[src/rtl/interrupt_pkg.sv]
// Shared definitions for the interrupt priority engine.
//   DEFAULT_NUM_IRQ : default channel count
//   idx_width()     : channel index width for a given channel count
//   spurious_idx()  : vector index reported for an ack with nothing pending
//   wrap_add()      : modular add used to walk the rotating priority order
//   prio_rank()     : position of a channel in the priority order (0 = highest)
package interrupt_pkg;

  localparam int DEFAULT_NUM_IRQ = 8;

  function automatic int idx_width(input int n);
    return (n <= 2) ? 1 : $clog2(n);
  endfunction

  function automatic int spurious_idx(input int n);
    return n - 1;
  endfunction

  function automatic int wrap_add(input int a, input int b, input int n);
    return (a + b) % n;
  endfunction

  // The channel just after lowest_prio has rank 0.
  function automatic int prio_rank(input int ch, input int lp, input int n);
    return (ch - lp - 1 + n) % n;
  endfunction

endpackage

[src/rtl/interrupt_priority_engine_if.sv]
// Command/response bus between the control logic and the priority engine.
//   master : control logic (drives ack, EOI and set-priority commands)
//   slave  : priority engine (drives int_req and the vector response)
// Handshake: every command (ack, eoi_valid, set_prio_valid) is a single-cycle
// pulse that is always accepted; there is no ready. int_req is the engine's
// "request valid"; an ack while int_req=1 takes that request, an ack while
// int_req=0 is answered as spurious. vector_valid pulses exactly once, the
// cycle after every ack, with vector_idx/spurious qualified by it.
interface interrupt_priority_engine_if
  import interrupt_pkg::*;
#(
  parameter int NUM_IRQ = DEFAULT_NUM_IRQ
) ();

  localparam int IDX_W = idx_width(NUM_IRQ);

  logic             ack;
  logic             eoi_valid;
  logic             eoi_specific;
  logic [IDX_W-1:0] eoi_level;
  logic             set_prio_valid;
  logic [IDX_W-1:0] set_prio_level;
  logic             int_req;
  logic             vector_valid;
  logic [IDX_W-1:0] vector_idx;
  logic             spurious;

  modport master (
    output ack, eoi_valid, eoi_specific, eoi_level, set_prio_valid, set_prio_level,
    input  int_req, vector_valid, vector_idx, spurious
  );

  modport slave (
    input  ack, eoi_valid, eoi_specific, eoi_level, set_prio_valid, set_prio_level,
    output int_req, vector_valid, vector_idx, spurious
  );

endinterface

[src/rtl/interrupt_priority_engine_encoder.sv]
// rotating_priority_encoder: combinational search for the highest-priority set
// bit of vec, where priority starts at lowest_prio+1 and ascends with wrap.
//   vec         : candidate bits
//   lowest_prio : current lowest-priority channel
//   found       : any bit set
//   idx         : highest-priority set bit (0 when none)
module rotating_priority_encoder
  import interrupt_pkg::*;
#(
  parameter int NUM_IRQ = DEFAULT_NUM_IRQ,
  parameter int IDX_W   = idx_width(NUM_IRQ)
) (
  input  logic [NUM_IRQ-1:0] vec,
  input  logic [IDX_W-1:0]   lowest_prio,
  output logic               found,
  output logic [IDX_W-1:0]   idx
);

  logic [IDX_W-1:0] ch;

  // Walk from lowest priority (k=NUM_IRQ) to highest (k=1); the last hit wins.
  always_comb begin
    found = 1'b0;
    idx   = '0;
    ch    = '0;
    for (int k = NUM_IRQ; k >= 1; k--) begin
      ch = IDX_W'(wrap_add(int'(lowest_prio), k, NUM_IRQ));
      if (vec[ch]) begin
        found = 1'b1;
        idx   = ch;
      end
    end
  end

endmodule

[src/rtl/interrupt_priority_engine.sv]
// interrupt_priority_engine: 8259A-style IRR/ISR priority resolver.
//   clk, rst_n  : clock, asynchronous active-low reset
//   irq_in      : raw request lines
//   level_mode  : 1 = level-triggered, 0 = rising-edge-triggered
//   mask        : 1 = channel masked
//   rotate_mode : rotate priority on every EOI / auto-EOI
//   auto_eoi    : do not set the ISR bit on acknowledge
//   bus         : ack / EOI / set-priority commands, int_req and vector response
//   irr, isr    : request and in-service registers
//   lowest_prio : current lowest-priority channel
module interrupt_priority_engine
  import interrupt_pkg::*;
#(
  parameter int NUM_IRQ = DEFAULT_NUM_IRQ,
  parameter int IDX_W   = idx_width(NUM_IRQ)
) (
  input  logic                 clk,
  input  logic                 rst_n,
  input  logic [NUM_IRQ-1:0]   irq_in,
  input  logic                 level_mode,
  input  logic [NUM_IRQ-1:0]   mask,
  input  logic                 rotate_mode,
  input  logic                 auto_eoi,
  interrupt_priority_engine_if.slave bus,
  output logic [NUM_IRQ-1:0]   irr,
  output logic [NUM_IRQ-1:0]   isr,
  output logic [IDX_W-1:0]     lowest_prio
);

  localparam logic [IDX_W-1:0] SPUR_IDX = IDX_W'(spurious_idx(NUM_IRQ));

  logic [NUM_IRQ-1:0] irq_q;
  logic               int_req_q;
  logic [IDX_W-1:0]   pend_idx;
  logic               vector_valid_q;
  logic [IDX_W-1:0]   vector_idx_q;
  logic               spurious_q;

  logic               cand_found, isr_found;
  logic [IDX_W-1:0]   cand_idx, isr_idx;
  logic               pending;
  logic               ack_taken;
  logic [NUM_IRQ-1:0] edges;
  logic [NUM_IRQ-1:0] irr_next, isr_next;
  logic [IDX_W-1:0]   lp_next;

  rotating_priority_encoder #(.NUM_IRQ(NUM_IRQ), .IDX_W(IDX_W)) u_cand_enc (
    .vec         (irr & ~mask),
    .lowest_prio (lowest_prio),
    .found       (cand_found),
    .idx         (cand_idx)
  );

  // Masked channels still take part here: an in-service masked level blocks.
  rotating_priority_encoder #(.NUM_IRQ(NUM_IRQ), .IDX_W(IDX_W)) u_isr_enc (
    .vec         (isr),
    .lowest_prio (lowest_prio),
    .found       (isr_found),
    .idx         (isr_idx)
  );

  always_comb begin
    pending   = cand_found &&
                (!isr_found ||
                 prio_rank(int'(cand_idx), int'(lowest_prio), NUM_IRQ) <
                 prio_rank(int'(isr_idx), int'(lowest_prio), NUM_IRQ));
    ack_taken = bus.ack & int_req_q;
    edges     = irq_in & ~irq_q;

    irr_next = level_mode ? irq_in : (irr | edges);
    // A fresh edge on the acked channel in edge mode is a new request: keep it.
    if (ack_taken && (level_mode || !edges[pend_idx])) irr_next[pend_idx] = 1'b0;

    // EOI acts on the pre-ack ISR.
    isr_next = isr;
    lp_next  = lowest_prio;
    if (bus.eoi_valid) begin
      if (bus.eoi_specific) begin
        if (int'(bus.eoi_level) < NUM_IRQ) begin
          isr_next[bus.eoi_level] = 1'b0;
          if (rotate_mode) lp_next = bus.eoi_level;
        end
      end else if (isr_found) begin
        isr_next[isr_idx] = 1'b0;
        if (rotate_mode) lp_next = isr_idx;
      end
    end

    // Applied after EOI so the ack's ISR set wins on the same bit.
    if (ack_taken) begin
      if (!auto_eoi) isr_next[pend_idx] = 1'b1;
      else if (rotate_mode) lp_next = pend_idx;
    end

    if (bus.set_prio_valid && int'(bus.set_prio_level) < NUM_IRQ)
      lp_next = bus.set_prio_level;
  end

  always_ff @(posedge clk or negedge rst_n) begin
    if (!rst_n) begin
      irq_q          <= '0;
      irr            <= '0;
      isr            <= '0;
      lowest_prio    <= SPUR_IDX;
      int_req_q      <= 1'b0;
      pend_idx       <= '0;
      vector_valid_q <= 1'b0;
      vector_idx_q   <= '0;
      spurious_q     <= 1'b0;
    end else begin
      irq_q          <= irq_in;
      irr            <= irr_next;
      isr            <= isr_next;
      lowest_prio    <= lp_next;
      int_req_q      <= ack_taken ? 1'b0 : pending;
      pend_idx       <= cand_idx;
      vector_valid_q <= bus.ack;
      spurious_q     <= bus.ack & ~int_req_q;
      if (bus.ack) vector_idx_q <= ack_taken ? pend_idx : SPUR_IDX;
    end
  end

  assign bus.int_req      = int_req_q;
  assign bus.vector_valid = vector_valid_q;
  assign bus.vector_idx   = vector_idx_q;
  assign bus.spurious     = spurious_q;

endmodule

[src/flat_wrapper.sv]
// flat-port wrapper written by rule: the top's interface ports become plain ports
module interrupt_priority_engine_flat import interrupt_pkg::*;
#(
  parameter int NUM_IRQ = DEFAULT_NUM_IRQ,
  parameter int IDX_W   = idx_width(NUM_IRQ)
)
  (clk, rst_n, irq_in, level_mode, mask, rotate_mode, auto_eoi, irr, isr, lowest_prio, bus_ack, bus_eoi_valid, bus_eoi_specific, bus_eoi_level, bus_set_prio_valid, bus_set_prio_level, bus_int_req, bus_vector_valid, bus_vector_idx, bus_spurious);
  interrupt_priority_engine_if #(.NUM_IRQ(NUM_IRQ)) bus_i ();
  input  logic clk;
  input  logic rst_n;
  input  logic [NUM_IRQ-1:0] irq_in;
  input  logic level_mode;
  input  logic [NUM_IRQ-1:0] mask;
  input  logic rotate_mode;
  input  logic auto_eoi;
  output logic [NUM_IRQ-1:0] irr;
  output logic [NUM_IRQ-1:0] isr;
  output logic [IDX_W-1:0] lowest_prio;
  input wire logic [$bits(bus_i.ack)-1:0] bus_ack;
  input wire logic [$bits(bus_i.eoi_valid)-1:0] bus_eoi_valid;
  input wire logic [$bits(bus_i.eoi_specific)-1:0] bus_eoi_specific;
  input wire logic [$bits(bus_i.eoi_level)-1:0] bus_eoi_level;
  input wire logic [$bits(bus_i.set_prio_valid)-1:0] bus_set_prio_valid;
  input wire logic [$bits(bus_i.set_prio_level)-1:0] bus_set_prio_level;
  output wire logic [$bits(bus_i.int_req)-1:0] bus_int_req;
  output wire logic [$bits(bus_i.vector_valid)-1:0] bus_vector_valid;
  output wire logic [$bits(bus_i.vector_idx)-1:0] bus_vector_idx;
  output wire logic [$bits(bus_i.spurious)-1:0] bus_spurious;
  assign bus_i.ack = bus_ack;
  assign bus_i.eoi_valid = bus_eoi_valid;
  assign bus_i.eoi_specific = bus_eoi_specific;
  assign bus_i.eoi_level = bus_eoi_level;
  assign bus_i.set_prio_valid = bus_set_prio_valid;
  assign bus_i.set_prio_level = bus_set_prio_level;
  assign bus_int_req = bus_i.int_req;
  assign bus_vector_valid = bus_i.vector_valid;
  assign bus_vector_idx = bus_i.vector_idx;
  assign bus_spurious = bus_i.spurious;
  interrupt_priority_engine #(.NUM_IRQ(NUM_IRQ), .IDX_W(IDX_W)) u_core (.clk(clk), .rst_n(rst_n), .irq_in(irq_in), .level_mode(level_mode), .mask(mask), .rotate_mode(rotate_mode), .auto_eoi(auto_eoi), .bus(bus_i), .irr(irr), .isr(isr), .lowest_prio(lowest_prio));
endmodule
[config.mk]
export PLATFORM = sky130hd
export DESIGN_NAME = interrupt_priority_engine_flat
export DESIGN_NICKNAME = d
export VERILOG_FILES = /design/src/rtl/interrupt_pkg.sv /design/src/rtl/interrupt_priority_engine_if.sv /design/src/rtl/interrupt_priority_engine_encoder.sv /design/src/rtl/interrupt_priority_engine.sv /design/src/flat_wrapper.sv
export SDC_FILE = /design/constraint.sdc
export NUM_CORES = 1
export LEC_CHECK = 0
export ABC_AREA = 1
export CAP_MARGIN = 30
export CORE_ASPECT_RATIO = 0.5
export CORE_MARGIN = 3
export CORE_UTILIZATION = 49
export CTS_BUF_LIST = sky130_fd_sc_hd__clkbuf_16
export CTS_CLUSTER_SIZE = 40
export DETAILED_ROUTE_END_ITERATION = 7
export GPL_TIMING_DRIVEN = 0
export PLACE_DENSITY = 0.76
export REMOVE_ABC_BUFFERS = 1
export SYNTH_ARGS = -nofsm -noshare
export SYNTH_HDL_FRONTEND = slang
export SYNTH_SLANG_ARGS = --single-unit
[constraint.sdc]
create_clock -name clk -period 4.3 [get_ports clk]
set_input_delay 1.29 -clock clk [delete_from_list [all_inputs] [get_ports clk]]
set_output_delay 1.29 -clock clk [all_outputs]
set_load 0.005 [all_outputs]
==> metrics.cfg <==
[run_status]
status=finished with violations
violations=setup timing

[pwr]
leakagePower_nw=2.35
power.density_mw_per_mm2=777
ir_drop_mv=0.347
comb_power_share_pct=75.2
swShare_pct=48.5
p_int_w=0.00188
p_seq_share_pct=14.8
pwr-share-clk_pct=10.0
p_switching_w=0.00177

[route]
dr.pass1.iters=5
drc=0
routed_wl_mm=11.8
drt-initial-drc-count=471
viasPerCell=5.72
antenna_left=0
vias=4059
routedWlPerCell_um=16.6

[clocking]
numCtsBuffers=5
cts.path.max_buffers=2
cts.sinks=36
clk_pin_slew_ns=0.06
clk_latency_ns=0.29
htree_levels=2
ctsHoldBuffers=0
cts_tree=built
cts_root_buf=clkbuf_16

[synthesis]
syn-mean-instance-area_um2=6.30
async_reset_ff_share_pct=100
synth-simple-area-share_pct=37.2
synth_edf_count=0
synthFlopType=dfrtp_1
synth.distinct_cells=40
synthAdderAreaFrac_pct=6.95
synth_compound_area_share_pct=15.5
netlist_instances=520
yosysSeqAreaShare_pct=27.6
synth_common_cells=nand2_1 (178), inv_1 (71), nand3_1 (47), dfrtp_1 (33), nor2_1 (31)
netlist_area_mm2=0.00328
synth_top_family_by_area=simple AND/OR/NAND/NOR gates
synth-xor-area-share_pct=2.10
yosysTopAreaCell=dfrtp_1
yosysMostFrequentCell=nand2_1
synth_top_area_share_pct=25.2
ys_seq_elements=36
yosys-top-cells-area=dfrtp_1 (25%), nand2_1 (20%), inv_1 (8.1%)
muxShareOfSynthArea_pct=0
synth_warnings=0

[critical_path]
worst_path_largest_cell_delay_ns=0.43
r2r_cells=27
crit_path_start_kind=primary input
critPathSlowestCell=fa_1
endpoint_kind=flip-flop
cp_data_required_time_ns=4.49
reg2reg_slack_ns=-0.49
cp.arrival_ns=5.06
r2r_end=u_core.bus.int_req
cp_max_fo=3
path_depth=28
reg2reg_from=u_core.lowest_prio[0]
crit_family=compound AO/OA/AOI/OAI gates
crit_type=in -> reg
critPathBufInv=10

[run]
max-cap-violations=0

[global_routing]
antenna_found_initial=0
grt.total_usage_pct=28.8
grt_max_degree=37
grt_pass1_wl_mm=17.5
grt_pass1_vias=3623
overflow=0

[floorplanning]
core_area_mm2=0.00626
dieArea_mm2=0.00777
placementRows=20
die_y_um=63.8
start_util_pct=52.4
io_pins=56
die_w_um=122

[worst_hold_path]
hold_path_startpoint=u_core.bus.int_req
hold_path_depth=1
min_to=u_core.bus.spurious
hold_path_class=reg -> reg

[cells_and_area]
diodes=0
fin_area_mm2=0.00470
fill_cells=484
area_growth_syn_to_layout_pct=43.3
drive_above_1_share_pct=24.1
nets=669
stdcell_count=710

[sta]
fin_worst_skew_ns=0.00495
setup_viol=1
hold_violations=0
max_slew_margin_pct=45.3
rsz0062_at_grt=true
max_freq_mhz=205
period_needed_ns=4.87
drv_slew=0
timing.final.crit_share_pct=113
final.setup.worst_slack_ns=-0.572
tightest_slew_ns=0.820

[placed_design]
placed_cells=651
routabilityCongestion=0.958
dp_hpwl_mm=7.39
portBuffers=55
placed_cell_area_mm2=0.00387

[worst max-delay path by stage]
stage                     startpoint                 end  slack, ns
2_1_floorplan  u_core.lowest_prio[1]  u_core.bus.int_req      -0.47
4_1_cts                      mask[3]  u_core.bus.int_req      -0.70
6_report                     mask[3]  u_core.bus.int_req      -0.57
3_3_place_gp   u_core.lowest_prio[1]  u_core.bus.int_req      -1.58
3_5_place_dp   u_core.lowest_prio[1]  u_core.bus.int_req      -1.60
5_1_grt                      mask[3]  u_core.bus.int_req      -0.80
[power groups by stage]
stage	registers [W]	clock network (W)	logic, W
finish	0.000541	0.000363	0.00274
global route	0.000553	0.000378	0.00301
CTS	0.000538	0.000358	0.00245
detailed placement	0.000549	0	0.00190
global placement	0.000548	0	0.00187
floorplan	0.000527	0	0.00136
[per-layer routing]
metal	track usage (%)	part of all wire, %	vias up
met5	0	0	-
met2	45.3	44	251
li1	-	-	1911
met3	4.42	10	44
met1	40.0	42	1853
met4	11.0	3.4	0
[registers in the layout, indices dropped and copies added, names as in the netlist]
signal                   count
u_core.bus.int_req           1
u_core.bus.vector_idx        3
u_core.bus.spurious          1
u_core.irr                   8
u_core.irq_q                 8
u_core.lowest_prio           3
u_core.isr                   8
u_core.bus.vector_valid      1
u_core.pend_idx              3
[cell families (layout without fill, tap and decap cells)]
kind of cell,after synthesis,count (layout)
simple gates,289,289
buf+inv,87,189
compound gates,84,84
flops,36,36
fa+ha+maj,17,17
xor+xnor,7,7
[cells in the final DEF, fill, tap and decap left out, types with 3 or more instances in the layout]
cell type	n
clkbuf_2	5
clkinvlp_4	4
inv_2	17
buf_4	43
inv_1	55
buf_6	5
nor2_1	28
clkbuf_16	5
o21ai_2	13
nand3_1	44
nand3_2	4
dfrtp_1	33
o211ai_1	4
o21ai_4	5
nand2_2	20
clkdlybuf4s50_1	46
a21oi_1	27
nand2_1	164
ha_1	12
o21ai_0	10
nor3_1	16
o21ai_1	3
a221oi_1	9
[repair_timing]
item	CTS	global route
gates resized for setup	60	57
cloned	1	0
pin swaps	22	28
endpoints found under the setup margin	1	2
buffers inserted	39	18
[final cells by class]
cell class	count	area, µm²	area share (%)
multi-input combinational	397	2300	48.9
timing repair buffer	105	935	19.9
sequential	36	912	19.4
inverter	75	293	6.23
clock buffer	5	125	2.66
tap	88	110	2.34
clock inverter	3	18.8	0.400
timing repair inverter	1	7.51	0.160
[per-stage QoR]
step / total power, W / utilization (%) / worst slack (ns) / hold WS, ns / TNS, ns
floorplan: 0.00189 / - / -0.470 / 0.443 / -0.470
global placement: 0.00242 / 61.9 / -1.58 / 0.449 / -1.58
detailed placement: 0.00245 / 61.8 / -1.60 / 0.464 / -1.60
CTS: 0.00334 / 71.5 / -0.700 / 0.474 / -1.37
global route: 0.00394 / 75.1 / -0.800 / 0.516 / -0.877
finish: 0.00365 / 75.1 / -0.572 / 0.486 / -0.572
(Power assumes the default switching activity.)
